==> src/rtl/truth_table_sweeper_if.sv <==
// Bus between a truth_table_sweeper and its controller/gate-unit side.
// Compare ports exist only when TTS_COMPARE_EN is defined.
interface truth_table_sweeper_if #(
  parameter int N_IN = 2
);
  localparam int TW = 2 ** N_IN;

  logic            start;
  logic            busy;
  logic            done;
  logic [N_IN-1:0] dut_in;
  logic            dut_s;
  logic [TW-1:0]   table_out;
`ifdef TTS_COMPARE_EN
  logic [TW-1:0]   expected;
  logic            pass;
  logic [N_IN-1:0] mismatch_idx;
`endif

  // Controller and gate unit: issues start, returns the unit output.
  modport master (
    output start,
    output dut_s,
    input  busy,
    input  done,
    input  dut_in,
    input  table_out
`ifdef TTS_COMPARE_EN
    ,
    output expected,
    input  pass,
    input  mismatch_idx
`endif
  );

  // Sweeper side.
  modport slave (
    input  start,
    input  dut_s,
    output busy,
    output done,
    output dut_in,
    output table_out
`ifdef TTS_COMPARE_EN
    ,
    input  expected,
    output pass,
    output mismatch_idx
`endif
  );
endinterface

==> src/rtl/truth_table_sweeper.sv <==
// Steps every input combination into a combinational gate unit, samples its output
// after SETTLE cycles and builds a truth-table word. Optional checker: TTS_COMPARE_EN.
module truth_table_sweeper #(
  parameter int N_IN   = 2,
  parameter int SETTLE = 1
) (
  input  logic                 clk,
  input  logic                 reset,
  truth_table_sweeper_if.slave bus
);
  localparam int              TW          = 2 ** N_IN;
  localparam logic [3:0]      SETTLE_LAST = 4'(SETTLE - 1);
  localparam logic [N_IN-1:0] IDX_LAST    = N_IN'(TW - 1);

  typedef enum logic [1:0] {
    ST_IDLE    = 2'd0,
    ST_APPLY   = 2'd1,
    ST_CAPTURE = 2'd2,
    ST_DONE    = 2'd3
  } state_t;

  state_t          state_q, state_d;
  logic [N_IN-1:0] index_q, index_d;
  logic [3:0]      settle_q, settle_d;
  logic [TW-1:0]   table_q, table_d;

`ifdef TTS_COMPARE_EN
  logic [TW-1:0]   expected_q, expected_d;
  logic            pass_q, pass_d;
  logic [N_IN-1:0] mismatch_q, mismatch_d;

  // Lowest set bit position of v, or 0 when v is all zeros.
  function automatic logic [N_IN-1:0] lowest_set(input logic [TW-1:0] v);
    logic [N_IN-1:0] r;
    r = {N_IN{1'b0}};
    for (int i = TW - 1; i >= 0; i--) begin
      if (v[i]) begin
        r = N_IN'(i);
      end else begin
        r = r;
      end
    end
    return r;
  endfunction
`endif

  // State and datapath registers with synchronous reset.
  always_ff @(posedge clk) begin
    if (reset) begin
      state_q    <= ST_IDLE;
      index_q    <= {N_IN{1'b0}};
      settle_q   <= 4'd0;
      table_q    <= {TW{1'b0}};
`ifdef TTS_COMPARE_EN
      expected_q <= {TW{1'b0}};
      pass_q     <= 1'b0;
      mismatch_q <= {N_IN{1'b0}};
`endif
    end else begin
      state_q    <= state_d;
      index_q    <= index_d;
      settle_q   <= settle_d;
      table_q    <= table_d;
`ifdef TTS_COMPARE_EN
      expected_q <= expected_d;
      pass_q     <= pass_d;
      mismatch_q <= mismatch_d;
`endif
    end
  end

  // Next-state decode.
  always_comb begin
    state_d = state_q;
    case (state_q)
      ST_IDLE: begin
        if (bus.start) begin
          state_d = ST_APPLY;
        end else begin
          state_d = ST_IDLE;
        end
      end
      ST_APPLY: begin
        if (settle_q == SETTLE_LAST) begin
          state_d = ST_CAPTURE;
        end else begin
          state_d = ST_APPLY;
        end
      end
      ST_CAPTURE: begin
        if (index_q == IDX_LAST) begin
          state_d = ST_DONE;
        end else begin
          state_d = ST_APPLY;
        end
      end
      ST_DONE: state_d = ST_IDLE;
      default: state_d = ST_IDLE;
    endcase
  end

  // Index, settle counter and table updates; a new sweep starts from a clean table.
  always_comb begin
    index_d  = index_q;
    settle_d = settle_q;
    table_d  = table_q;
    case (state_q)
      ST_IDLE: begin
        if (bus.start) begin
          index_d  = {N_IN{1'b0}};
          settle_d = 4'd0;
          table_d  = {TW{1'b0}};
        end else begin
          index_d  = index_q;
        end
      end
      ST_APPLY: settle_d = settle_q + 4'd1;
      ST_CAPTURE: begin
        settle_d         = 4'd0;
        table_d[index_q] = bus.dut_s;
        if (index_q != IDX_LAST) begin
          index_d = index_q + {{(N_IN-1){1'b0}}, 1'b1};
        end else begin
          index_d = index_q;
        end
      end
      ST_DONE: index_d = index_q;
      default: index_d = index_q;
    endcase
  end

`ifdef TTS_COMPARE_EN
  // Verdict is formed on the final capture edge so it is valid in the DONE cycle.
  always_comb begin
    expected_d = expected_q;
    pass_d     = pass_q;
    mismatch_d = mismatch_q;
    if ((state_q == ST_IDLE) && bus.start) begin
      expected_d = bus.expected;
      pass_d     = 1'b0;
      mismatch_d = {N_IN{1'b0}};
    end else if ((state_q == ST_CAPTURE) && (index_q == IDX_LAST)) begin
      pass_d     = (table_d == expected_q);
      mismatch_d = lowest_set(table_d ^ expected_q);
    end else begin
      pass_d     = pass_q;
    end
  end

  assign bus.pass         = pass_q;
  assign bus.mismatch_idx = mismatch_q;
`endif

  // Outputs decoded from the state register only.
  always_comb begin
    bus.busy   = 1'b0;
    bus.done   = 1'b0;
    bus.dut_in = {N_IN{1'b0}};
    case (state_q)
      ST_IDLE: bus.busy = 1'b0;
      ST_APPLY, ST_CAPTURE: begin
        bus.busy   = 1'b1;
        bus.dut_in = index_q;
      end
      ST_DONE: bus.done = 1'b1;
      default: bus.busy = 1'b0;
    endcase
  end

  assign bus.table_out = table_q;
endmodule

==> src/flat_wrapper.sv <==
// flat-port wrapper written by rule: the top's interface ports become plain ports
module truth_table_sweeper_flat 
#(
  parameter int N_IN   = 2,
  parameter int SETTLE = 1
)
  (clk, reset, bus_start, bus_dut_s, bus_busy, bus_done, bus_dut_in, bus_table_out);
  truth_table_sweeper_if #(.N_IN(N_IN)) bus_i ();
  input  logic clk;
  input  logic reset;
  input wire logic [$bits(bus_i.start)-1:0] bus_start;
  input wire logic [$bits(bus_i.dut_s)-1:0] bus_dut_s;
  output wire logic [$bits(bus_i.busy)-1:0] bus_busy;
  output wire logic [$bits(bus_i.done)-1:0] bus_done;
  output wire logic [$bits(bus_i.dut_in)-1:0] bus_dut_in;
  output wire logic [$bits(bus_i.table_out)-1:0] bus_table_out;
  assign bus_i.start = bus_start;
  assign bus_i.dut_s = bus_dut_s;
  assign bus_busy = bus_i.busy;
  assign bus_done = bus_i.done;
  assign bus_dut_in = bus_i.dut_in;
  assign bus_table_out = bus_i.table_out;
  truth_table_sweeper #(.N_IN(N_IN), .SETTLE(SETTLE)) u_core (.clk(clk), .reset(reset), .bus(bus_i));
endmodule
==> config.mk <==
export PLATFORM = sky130hd
export DESIGN_NAME = truth_table_sweeper_flat
export DESIGN_NICKNAME = d
export VERILOG_FILES = /design/src/rtl/truth_table_sweeper_if.sv /design/src/rtl/truth_table_sweeper.sv /design/src/flat_wrapper.sv
export SDC_FILE = /design/constraint.sdc
export NUM_CORES = 1
export LEC_CHECK = 0
export CAP_MARGIN = 20
export CORE_MARGIN = 3
export CORE_UTILIZATION = 45
export DETAILED_ROUTE_END_ITERATION = 6
export PLACE_DENSITY = 0.73
export SYNTH_ARGS = -nofsm -noshare
export SYNTH_HDL_FRONTEND = slang
export SYNTH_SLANG_ARGS = --single-unit
==> constraint.sdc <==
create_clock -name clk -period 1.4 [get_ports clk]
set_input_delay 0.28 -clock clk [delete_from_list [all_inputs] [get_ports clk]]
set_output_delay 0.28 -clock clk [all_outputs]
set_load 0.01 [all_outputs]
; After elaboration in Yosys (flattened, before gate mapping)
; Index checks and enable logic that the tools add are counted.
[word_totals]
regBits = 12
in_bits = 4
word_cells = 40
[op_classes]
n_addsub = 2
n_lt_le_gt_ge = 2
n_eq_ne = 7
n_mux = 16
n_reduce_logical = 9
[ops]
columns = cell, n
row1 = case mux 4 bit (3 select lines), 1
row2 = 2-to-1 mux 2 bit, 5
row3 = case mux 2 bit (4 select lines), 1
row4 = case mux 4 bit (2 select lines), 1
row5 = equality test 2 bit (second input constant), 3
row6 = adder 4 x 1 -> 4 bit (second input constant), 1
row7 = bitwise mux 4 bit, 1
row8 = logical NOT 4 bit, 1
row9 = 2-to-1 mux 1 bit, 4
row10 = 2-to-1 mux 4 bit, 1
row11 = inequality test 2 bit (second input constant), 2
row12 = case mux 2 bit (2 select lines), 1
row13 = AND reduction 2 bit, 2
row14 = less-than comparator 2 x 3 -> 1 bit (second input constant), 1
row15 = AND reduction 3 bit, 1
row16 = nonzero test 3 bit, 1
row17 = adder 2 x 1 -> 2 bit (second input constant), 1
row18 = demux 1 bit (select 2 bit), 1
row19 = equality test 2 x 1 -> 1 bit (second input constant), 1
row20 = greater-or-equal comparator 2 x 1 -> 1 bit (second input constant), 1
row21 = logical NOT 2 bit, 1
row22 = inequality test 2 x 1 -> 1 bit (second input constant), 1
row23 = nonzero test 2 bit, 1
row24 = OR reduction 2 bit, 1
row25 = logical AND 1 bit, 1

; Longest topological paths before layout
; Gate-level depths: netlist (run 1).
[depth]
ltp_word = 6
mapped_depth = 6

; Worst setup path before layout (run 1)
; OpenSTA, ideal clock, no wires.
[synth_timing]
path_kind = register to register
start = register u_core.state_q[0]
end = register u_core.settle_q[3]
setup_time_ps = 74
arrival_ps = 1411
t_required_ps = 1326
setup_slack_ps = -85
path_stages_with_launch = 6
path_buffers = 0
synth_period_minus_slack_ps = 1485
cell_sequence = dfxtp_1 inv_1 ha_1 nor2b_1 or4b_1 a31oi_1
[synth_between]
elab_chain_len = 3
word_cells_on_any_way = 7
classes_between = 3 x eq/ne / 1 x mux / 3 x reduce/logical
[synth_rtl]
columns = element, line_no
row1 = start: declaration, truth_table_sweeper.sv:22  ; state_t state_q, state_d;
row2 = start signal: assignment, truth_table_sweeper.sv:60  ; state_q <= state_d;
row3 = equality test 2 x 1 -> 1 bit (tied with other cells), truth_table_sweeper.sv:107  ; case (state_q)
row4 = nonzero test 3 bit (no source line) or inequality test 2 bit (tied branches), n/a
row5 = AND reduction 2 bit (no source line), n/a
row6 = end signal: assignment, truth_table_sweeper.sv:62  ; settle_q <= settle_d;
row7 = end: declaration, truth_table_sweeper.sv:24  ; logic [3:0] settle_q, settle_d;
; Parallel ways exist; a longest one is shown, timed or not.
; A chain may end at the register's enable or synchronous reset.

; Worst setup path in the final report (run 1)
[layout_timing]
start = register u_core.state_q[1]
end = register u_core.settle_q[3]
; The elaborated chain is that of the path after synthesis.

==> qor.yml, run 1 <==
async_flop_share_pct: 0
ys_warn_count: 0
clk_pin_slew_ns: 0.09
hold_viol: 0
fin_crit_sh_pct: 105
cts-root-buf: "clkbuf_4"
cp-end-kind: "flop"
io_buffers: 11
hold_class: "flop to flop"
ys_top_cells_by_count: "12 x dfxtp_1, 10 x ha_1, 9 x a21oi_1, 9 x o21ai_0, 7 x inv_1"
drtIter0Drc: 28
die_h_um: 46.4
synthTopCellsByArea: "dfxtp_1 33%, ha_1 17%, a21oi_1 6.1%"
gp_congestion: 0.786
synth_edf_count: 0
drtPass1Iterations: 6
period_needed_ns: 1.47
status: "complete, but fails checks"
peakVddDrop_uv: 512
num_rows: 13
fin_nets: 135
viasPerCell: 5.59
yosysSeqAreaShare_pct: 32.7
cts_tree: "yes"
maxSlewViolCount: 0
die_w_um: 46.4
synth_area_per_cell_sq_um: 8.46
cp_max_fo: 4
synth.top_cell.area_share_pct: 32.7
placed_area_sq_um: 987
syn_inst: 87
drt.antenna.violating_nets: 0
yosys.cell_count.top_type: "dfxtp_1"
skew_ns: 0.00930
crit_type: "flop to flop"
drc: 0
clk_latency_ns: 0.28
vias: 755
start_util_pct: 52.0
setup_viol: 5
cp.required_ns: 1.61
area_growth_syn_to_layout_pct: 52.0
netlist_area_sq_um: 736
violations: "negative setup slack"
drive_gt1_share_pct: 34.2
dp_cells: 126
finalWorstSetupSlack_ns: -0.0703
fin_util_pct: 79.0
antenna_found_initial: 0
synth_flop_cell: "dfxtp_1"
cts_buffer_depth: 2
max_slew_margin_pct: 81.4
stdcell_area_sq_um: 1120
clkSinkCount: 12
cts_buffers: 3
p_leak_nw: 0.481
grt_usage_pct: 19.8
powerDensity_nw_per_um2: 686
cp-start-kind: "flop"
cts_max_level: 1
grt_pass1_vias: 702
hpwl_um: 1280
synth_cell_types: 23
grt_pass1_wl_um: 2990
fmax_mhz: 680
routed_wl_um: 1960
yosys.area.top_type: "dfxtp_1"
die-area_sq_um: 2160
grt_start_max_net_pins: 10
cts_hold_repair.buffers: 0
maxCapViolations: 0
crit_arrival_ns: 1.68
rsz0062_at_grt: "true"
ios: 12
ys_ff_latch: 12
overflow: 0
routedWlPerCell_um: 14.5
tightest_slew_ns: 0.279
design.core.area_sq_um: 1420
layout.cells.non_filler: 135
synth_fp_nets: 101
n_antenna_cell: 0
## cell type report
| class | instances | area [sq um] |
|---|---|---|
| Tap cell | 15 | 18.8 |
| Sequential cell | 12 | 243 |
| Clock buffer | 4 | 36.3 |
| Fill cell | 83 | 297 |
| Multi-Input combinational cell | 65 | 517 |
| Timing Repair Buffer | 32 | 278 |
| Inverter | 7 | 26.3 |
## power by group
| part | leakage [nW] | switching (mW) | total [mW] | internal, mW |
|---|---|---|---|---|
| Sequential | 0.0978 | 0.00441 | 0.350 | 0.346 |
| Clock | 0.0210 | 0.129 | 0.287 | 0.158 |
| Combinational | 0.362 | 0.0613 | 0.130 | 0.0689 |
## per-stage QoR
| step | TNS, ns | setup WS, ns | hold slack, ns | total power [mW] |
|---|---|---|---|---|
| 2_1_floorplan | 0 | 0.00281 | 0.349 | 0.408 |
| 3_3_place_gp | -1.60 | -0.199 | 0.455 | 0.462 |
| 4_1_cts | -0.222 | -0.0655 | 0.476 | 0.753 |
| 3_5_place_dp | -1.98 | -0.250 | 0.468 | 0.465 |
| 6_report | -0.242 | -0.0703 | 0.470 | 0.767 |
| 5_1_grt | -0.597 | -0.108 | 0.494 | 0.798 |
## repair_timing
item / CTS / global route
pin swaps: 4 / 6
setup buffers: 1 / 4
endpoints found under the setup margin: 14 / 11
gates cloned: 0 / 0
resized for setup: 31 / 6
## final timing paths
kind	startpoint	end	slack, ns	cells past startpoint
min	u_core.bus.table_out[2]	u_core.bus.table_out[2]	0.47	2
max	u_core.state_q[1]	u_core.settle_q[3]	-0.07	5
max reg2reg	u_core.state_q[1]	u_core.settle_q[3]	-0.07	5
min reg2reg	u_core.bus.table_out[2]	u_core.bus.table_out[2]	0.47	2
## cell families (layout without fill, tap and decap cells)
kind of cell               count (synthesis)  in the layout  synth area share (%)
DFF                                       12             12                  32.7
adders and majority gates                 10             10                  17.0
and+or+nand+nor                           30             30                  25.9
AOI/OAI and AO/OA                         24             24                  18.0
muxes                                      1              1                  1.36
buffers and inverters                     10             43                  5.10
## critical path: stages (launching register included)
cell and delay (ns):
dfxtp_2 0.34, buf_6 0.12, ha_4 0.15, and2b_1 0.20, or4b_1 0.43, a31oi_1 0.16
## metal layers
layer,wire (um),global-route usage (%),vias up
li1,-,-,379
met1,847,24.5,334
met2,970,30.2,38
met3,120,5.47,4
met4,22,11.4,0
met5,0,0,-
## sequential cells by signal, summed over array words and instances (netlist names)
register / flops
u_core.bus.table_out: 4
u_core.settle_q: 4
u_core.index_q: 2
u_core.state_q: 2
## cells in the final DEF (no fill, tap or decap), drive strengths merged
master	count
buf	24
dfxtp	12
ha	10
a21oi	9
o21ai	9
inv	7
nor2b	6
dlygate4sd2	5
nand4	4
nand3	4
clkbuf	4
and2	4
a31oi	3
clkdlybuf4s50	3
nand4b	2
nor2	2
nand2b	2
nand3b	2
o31ai	1
or2b	1
and2b	1
mux2i	1
nor3	1
or4b	1
a211o	1
a21o	1
(Power assumes the default switching activity.)
==> run 2, diff against run 1 <==
- CELL_PAD_IN_SITES_DETAIL_PLACEMENT: not set -> 0
- CELL_PAD_IN_SITES_GLOBAL_PLACEMENT: not set -> 1
- CORE_ASPECT_RATIO: not set -> 0.9
- CORE_UTILIZATION: 45 -> 34
==> run 2 against run 1 <==
Net effect: largest cell class unchanged; sequential power about the same; cell count rose by 1.5%; clock-buffer cell count unchanged; the run still ends with negative setup slack left; wire length decreased by 12%; die area grew 28%; cell area fell by 2.3%; setup slack barely moved; first-iteration DRC count decreased by 68%.
==> qor.yml, run 2 (same netlist as run 1, synthesis figures left out) <==
cts-root-buf: "clkbuf_4"
place_ws_ns: -0.273  # -0.0238 ns
clkSinkCount: 12  # unchanged
viasPerCell: 5.12  # -8.5%
io_buffers: 11  # unchanged
period_needed_ns: 1.47  # -0.0000633 ns
grt_start_max_net_pins: 14  # +4
start_util_pct: 37.0  # -15 points
fmax_mhz: 680  # about the same
crit_arrival_ns: 1.68  # about the same
hpwl_um: 1340  # +5.2%
routed_wl_um: 1720  # -12%
clk_pin_slew_ns: 0.07  # -0.02 ns
num_rows: 15  # +2
r2r_end: "u_core.settle_q[3]"
max_slew_margin_pct: 81.4  # about the same
crit_type: "flop to flop"
drc: 0  # unchanged
fin_nets: 127  # -5.9%
wl_met3_um: 107  # -11%
r2r_cells: 5  # unchanged
skew_ns: 0.00111  # -0.00820 ns
drtIter0Drc: 9  # -68%
hold_ws_ns: 0.480  # +0.00938 ns
cts_tree: "yes"
die_w_um: 55.0  # +19%
fin_crit_sh_pct: 105  # about the same
layout.cells.non_filler: 137  # +1.5%
fin_tns_setup_ns: -0.186  # +0.0561 ns
r2r_setup_slack_ns: -0.07  # about the same
cts_buffers: 3  # unchanged
setup_viol: 3  # -2
overflow: 0  # unchanged
die_h_um: 50.1  # +8.0%
dp_cells: 134  # +6.3%
violations: "negative setup slack"
cp-start-kind: "flop"
cp-end-kind: "flop"
grt_pass1_wl_um: 2930  # -2.3%
drive_gt1_share_pct: 33.0  # -1.1 points
powerDensity_nw_per_um2: 688  # +0.34%
met2_length_um: 790  # -19%
die-area_sq_um: 2760  # +28%
cp.required_ns: 1.61  # about the same
antenna_found_initial: 0  # unchanged
cts_max_level: 1  # unchanged
hold_class: "flop to flop"
hold_path_end: "u_core.bus.table_out[3]"
ios: 12  # unchanged
rr_startpoint: "u_core.state_q[0]"
cp_max_fo: 3  # -1
hold_viol: 0  # unchanged
rsz0062_at_grt: "true"
area_growth_syn_to_layout_pct: 48.5
maxSlewViolCount: 0  # unchanged
peakVddDrop_uv: 564  # +10%
vias: 701  # -7.2%
n_antenna_cell: 0  # unchanged
min_path_cells: 2  # unchanged
layout_common_cells: "10 x buf_4, 9 x dfxtp_1, 8 x a21oi_1"
status: "complete, but fails checks"
clk_latency_ns: 0.27  # about the same
drt.antenna.violating_nets: 0  # unchanged
grt_pass1_vias: 652  # -7.1%
design.core.area_sq_um: 1990  # +41%
maxCapViolations: 0  # unchanged
fillers: 199  # +140%
grt_usage_pct: 14.4  # -5.3 points
drt-met1-wl_um: 815  # -3.8%
tightest_slew_ns: 0.273  # -0.00608 ns
routed.top_layer: "met4"
layout_commonest_cell: "buf_4"
cts_hold_repair.buffers: 0  # unchanged
gp_congestion: 0.809  # +3.0%
p_leak_nw: 0.434  # -9.7%
hp-start: "u_core.bus.table_out[3]"
routedWlPerCell_um: 12.5  # -14%
drtPass1Iterations: 4  # -2
cts_buffer_depth: 2  # unchanged
finalWorstSetupSlack_ns: -0.0703  # +0.0000633 ns
[run 2: changes by cell type in the layout (fill, tap and decap cells not counted), moves of 2 or more]
cell / change
o21ai_0: -4
buf_4: -6
buf_6: -2
o21ai_1: +4
[run 2: worst max-delay path by stage]
stage / startpoint / endpoint / slack (ns) / depth (start not counted)
final: u_core.state_q[0] / u_core.settle_q[3] / -0.07 / 5
after global routing: u_core.state_q[0] / u_core.settle_q[3] / -0.12 / 5
after CTS: u_core.state_q[0] / bus_dut_in[0] / -0.07 / 4
after detailed placement: u_core.state_q[0] / bus_dut_in[1] / -0.27 / 4
after global placement: u_core.state_q[0] / bus_dut_in[0] / -0.21 / 4
after floorplan: u_core.state_q[0] / u_core.settle_q[3] / 0.003 / 5
[run 2: area by class of cell]
| class | count | area [sq um] | share of cell area, % |
|---|---|---|---|
| multi-input combinational | 65 | 548 | 50.2 |
| sequential | 12 | 244 | 22.3 |
| timing repair buffer | 24 | 206 | 18.9 |
| clock buffer | 4 | 36.3 | 3.32 |
| tap | 25 | 31.3 | 2.86 |
| inverter | 7 | 26.3 | 2.41 |
[run 2: power by group]
part / total [mW] / internal, mW / leakage [nW] / switching [mW]
Clock: 0.276 / 0.158 / 0.0210 / 0.118
Sequential: 0.351 / 0.346 / 0.0983 / 0.00452
Combinational: 0.125 / 0.0647 / 0.315 / 0.0602
Total: 0.752 / 0.569 / 0.434 / 0.183
[run 2: worst max-delay path, stage by stage, from the launching register on]
cell,delay [ns]
dfxtp_2,0.34
buf_6,0.12
ha_4,0.15
and2b_1,0.20
or4b_1,0.43
a31oi_1,0.16
[run 2: repair_timing]
item | CTS | global route
gates resized for setup | 35 | 12
pin swaps | 5 | 7
setup endpoints to repair | 16 | 12
setup buffers | 0 | 0
[run 2: metrics by stage]
stage | area, sq um | util (%) | power [mW]
after floorplan | 749 | - | 0.408
after global placement | 985 | 49.5 | 0.458
after detailed placement | 985 | 49.5 | 0.461
after CTS | 1060 | 53.1 | 0.748
after global routing | 1090 | 54.9 | 0.785
final | 1090 | 54.9 | 0.752
[run 2: per-layer routing]
metal  vias to the layer above  track usage (%)
li1                        361                -
met1                       320             19.3
met2                        18             22.2
met3                         2             5.34
met4                         0             2.43
met5                         -                0
==> run 3, diff against run 2 <==
- CORE_MARGIN: 3 -> not set
==> run 3 against run 2 <==
Net effect: the flow still finishes with violations (negative setup slack); combinational power about the same; total power down 0.14%; non-clock buffer count up 3; sequential power about the same; first-iteration DRC count rose to 2.6 times the previous value; worst hold slack worse by 0.0080 ns; cell count up 2.2%; global-route usage up 2.0 points; largest cell class unchanged.
==> qor.yml, run 3 (same netlist as run 1, synthesis figures left out) <==
status: "complete, but fails checks"
violations: "negative setup slack"
layout_commonest_cell: "buf_4"
p_seq_share_pct: 46.6  # about the same
cp-end-kind: "flop"
io_buffers: 11  # unchanged
viasPerCell: 5.07  # -0.89%
switchingPower_uw: 182  # -0.72%
pwr-share-clk_pct: 37.0  # +0.2 points
period_needed_ns: 1.47  # -0.00284 ns
antenna_found_initial: 0  # unchanged
rsz0062_at_grt: "true"
grt_pass1_wl_um: 2710  # -7.3%
skew_ns: 0.000792  # -0.000315 ns
fin_tns_setup_ns: -0.144  # +0.0418 ns
ios: 12  # unchanged
routedWlPerCell_um: 11.6  # -7.7%
finalWorstSetupSlack_ns: -0.0674  # +0.00284 ns
cts_max_level: 1  # unchanged
drtPass1Iterations: 4  # unchanged
fin_nets: 130  # +2.4%
n_antenna_cell: 0  # unchanged
die_h_um: 46.1  # -8.0%
start_util_pct: 37.3  # +0.35 points
stdcell_area_sq_um: 1100  # +0.57%
fin_crit_sh_pct: 105  # -0.20 points
vias: 710  # +1.3%
clkSinkCount: 12  # unchanged
cts_buffers: 3  # unchanged
cts_tree: "yes"
setup_viol: 3  # unchanged
max_slew_margin_pct: 83.2  # +1.8 points
hpwl_um: 1220  # -9.3%
grt_start_max_net_pins: 11  # -3
grt_usage_pct: 16.5  # +2.0 points
powerDensity_nw_per_um2: 683  # -0.71%
maxCapViolations: 0  # unchanged
switching_share_pct: 24.2  # -0.14 points
p_leak_nw: 0.449  # +3.3%
die-area_sq_um: 2350  # -15%
die_w_um: 51.0  # -7.3%
cts-root-buf: "clkbuf_4"
grt_pass1_vias: 621  # -4.8%
layout.cells.non_filler: 140  # +2.2%
overflow: 0  # unchanged
crit_type: "flop to flop"
hold_class: "flop to flop"
hold_viol: 0  # unchanged
drtIter0Drc: 23  # +14
routed_wl_um: 1620  # -5.7%
fmax_mhz: 681  # +0.19%
maxSlewViolCount: 0  # unchanged
tightest_slew_ns: 0.246  # -0.0269 ns
drc: 0  # unchanged
layout_common_cells: "12 x buf_4, 10 x dfxtp_1, 8 x a21oi_1"
peakVddDrop_uv: 571  # +1.1%
num_rows: 15  # unchanged
internal_power_uw: 569  # about the same
cts_buffer_depth: 2  # unchanged
finalPower_uw: 751  # -0.14%
placed_area_sq_um: 985  # unchanged
clk_pin_slew_ns: 0.08  # about the same
design.core.area_sq_um: 1970  # -0.94%
comb_power_share_pct: 16.5  # about the same
clk_latency_ns: 0.27  # about the same
drt.antenna.violating_nets: 0  # unchanged
gp_congestion: 0.721  # -11%
cp_max_fo: 3  # unchanged
area_growth_syn_to_layout_pct: 49.3
cp-start-kind: "flop"
cp.required_ns: 1.61  # about the same
dp_cells: 134  # unchanged
crit_arrival_ns: 1.68  # about the same
place_ws_ns: -0.230  # +0.0437 ns
drive_gt1_share_pct: 33.0  # about the same
## run 3: path summary, 6_finish.rpt
path | slack (ns) | cells after the start | end | from
setup / recovery | -0.07 | 5 | u_core.settle_q[3] | u_core.state_q[0]
hold / removal | 0.47 | 2 | u_core.bus.table_out[0] | u_core.bus.table_out[0]
setup reg to reg | -0.07 | 5 | u_core.settle_q[3] | u_core.state_q[0]
hold reg to reg | 0.47 | 2 | u_core.bus.table_out[0] | u_core.bus.table_out[0]
## run 3: layer usage
metal,routed length (um),global-route usage [%],vias up,part of all wire (%)
li1,-,-,367,-
met1,783,19.6,318,48
met2,717,26.3,23,44
met3,108,6.93,2,6.7
met4,12,6.67,0,0.74
met5,0,0,-,0
## run 3: critical path: stages (launching register included)
cell	delay (ns)
dfxtp_2	0.33
buf_6	0.12
ha_4	0.15
and2b_1	0.19
or4b_1	0.43
a31oi_1	0.17
## run 3: metrics by stage
step / utilization, % / hold slack, ns
5_1_grt: 55.7 / 0.493
3_3_place_gp: 50.0 / 0.461
4_1_cts: 54.2 / 0.470
6_report: 55.7 / 0.472
3_5_place_dp: 50.0 / 0.462
2_1_floorplan: - / 0.349
## run 3: layout make-up
type / count / area [sq um]
timing repair buffer: 27 / 233
fill: 181 / 872
tap: 25 / 31.3
inverter: 7 / 26.3
clock buffer: 4 / 36.3
sequential: 12 / 243
multi-input combinational: 65 / 529
## run 3: power by group through the flow
stage	Sequential (mW)	Combinational [mW]	Clock (mW)
final	0.350	0.124	0.278
after global routing	0.350	0.134	0.312
after CTS	0.350	0.117	0.292
after detailed placement	0.357	0.102	0
after global placement	0.356	0.102	0
after floorplan	0.357	0.0509	0
## run 3: repair_timing
action                     CTS  global route
hold buffers                 0             0
cloned                       0             0
resized for setup           33             9
setup endpoints to repair   15             9
buffers inserted             1             2
pin swaps                    4             6
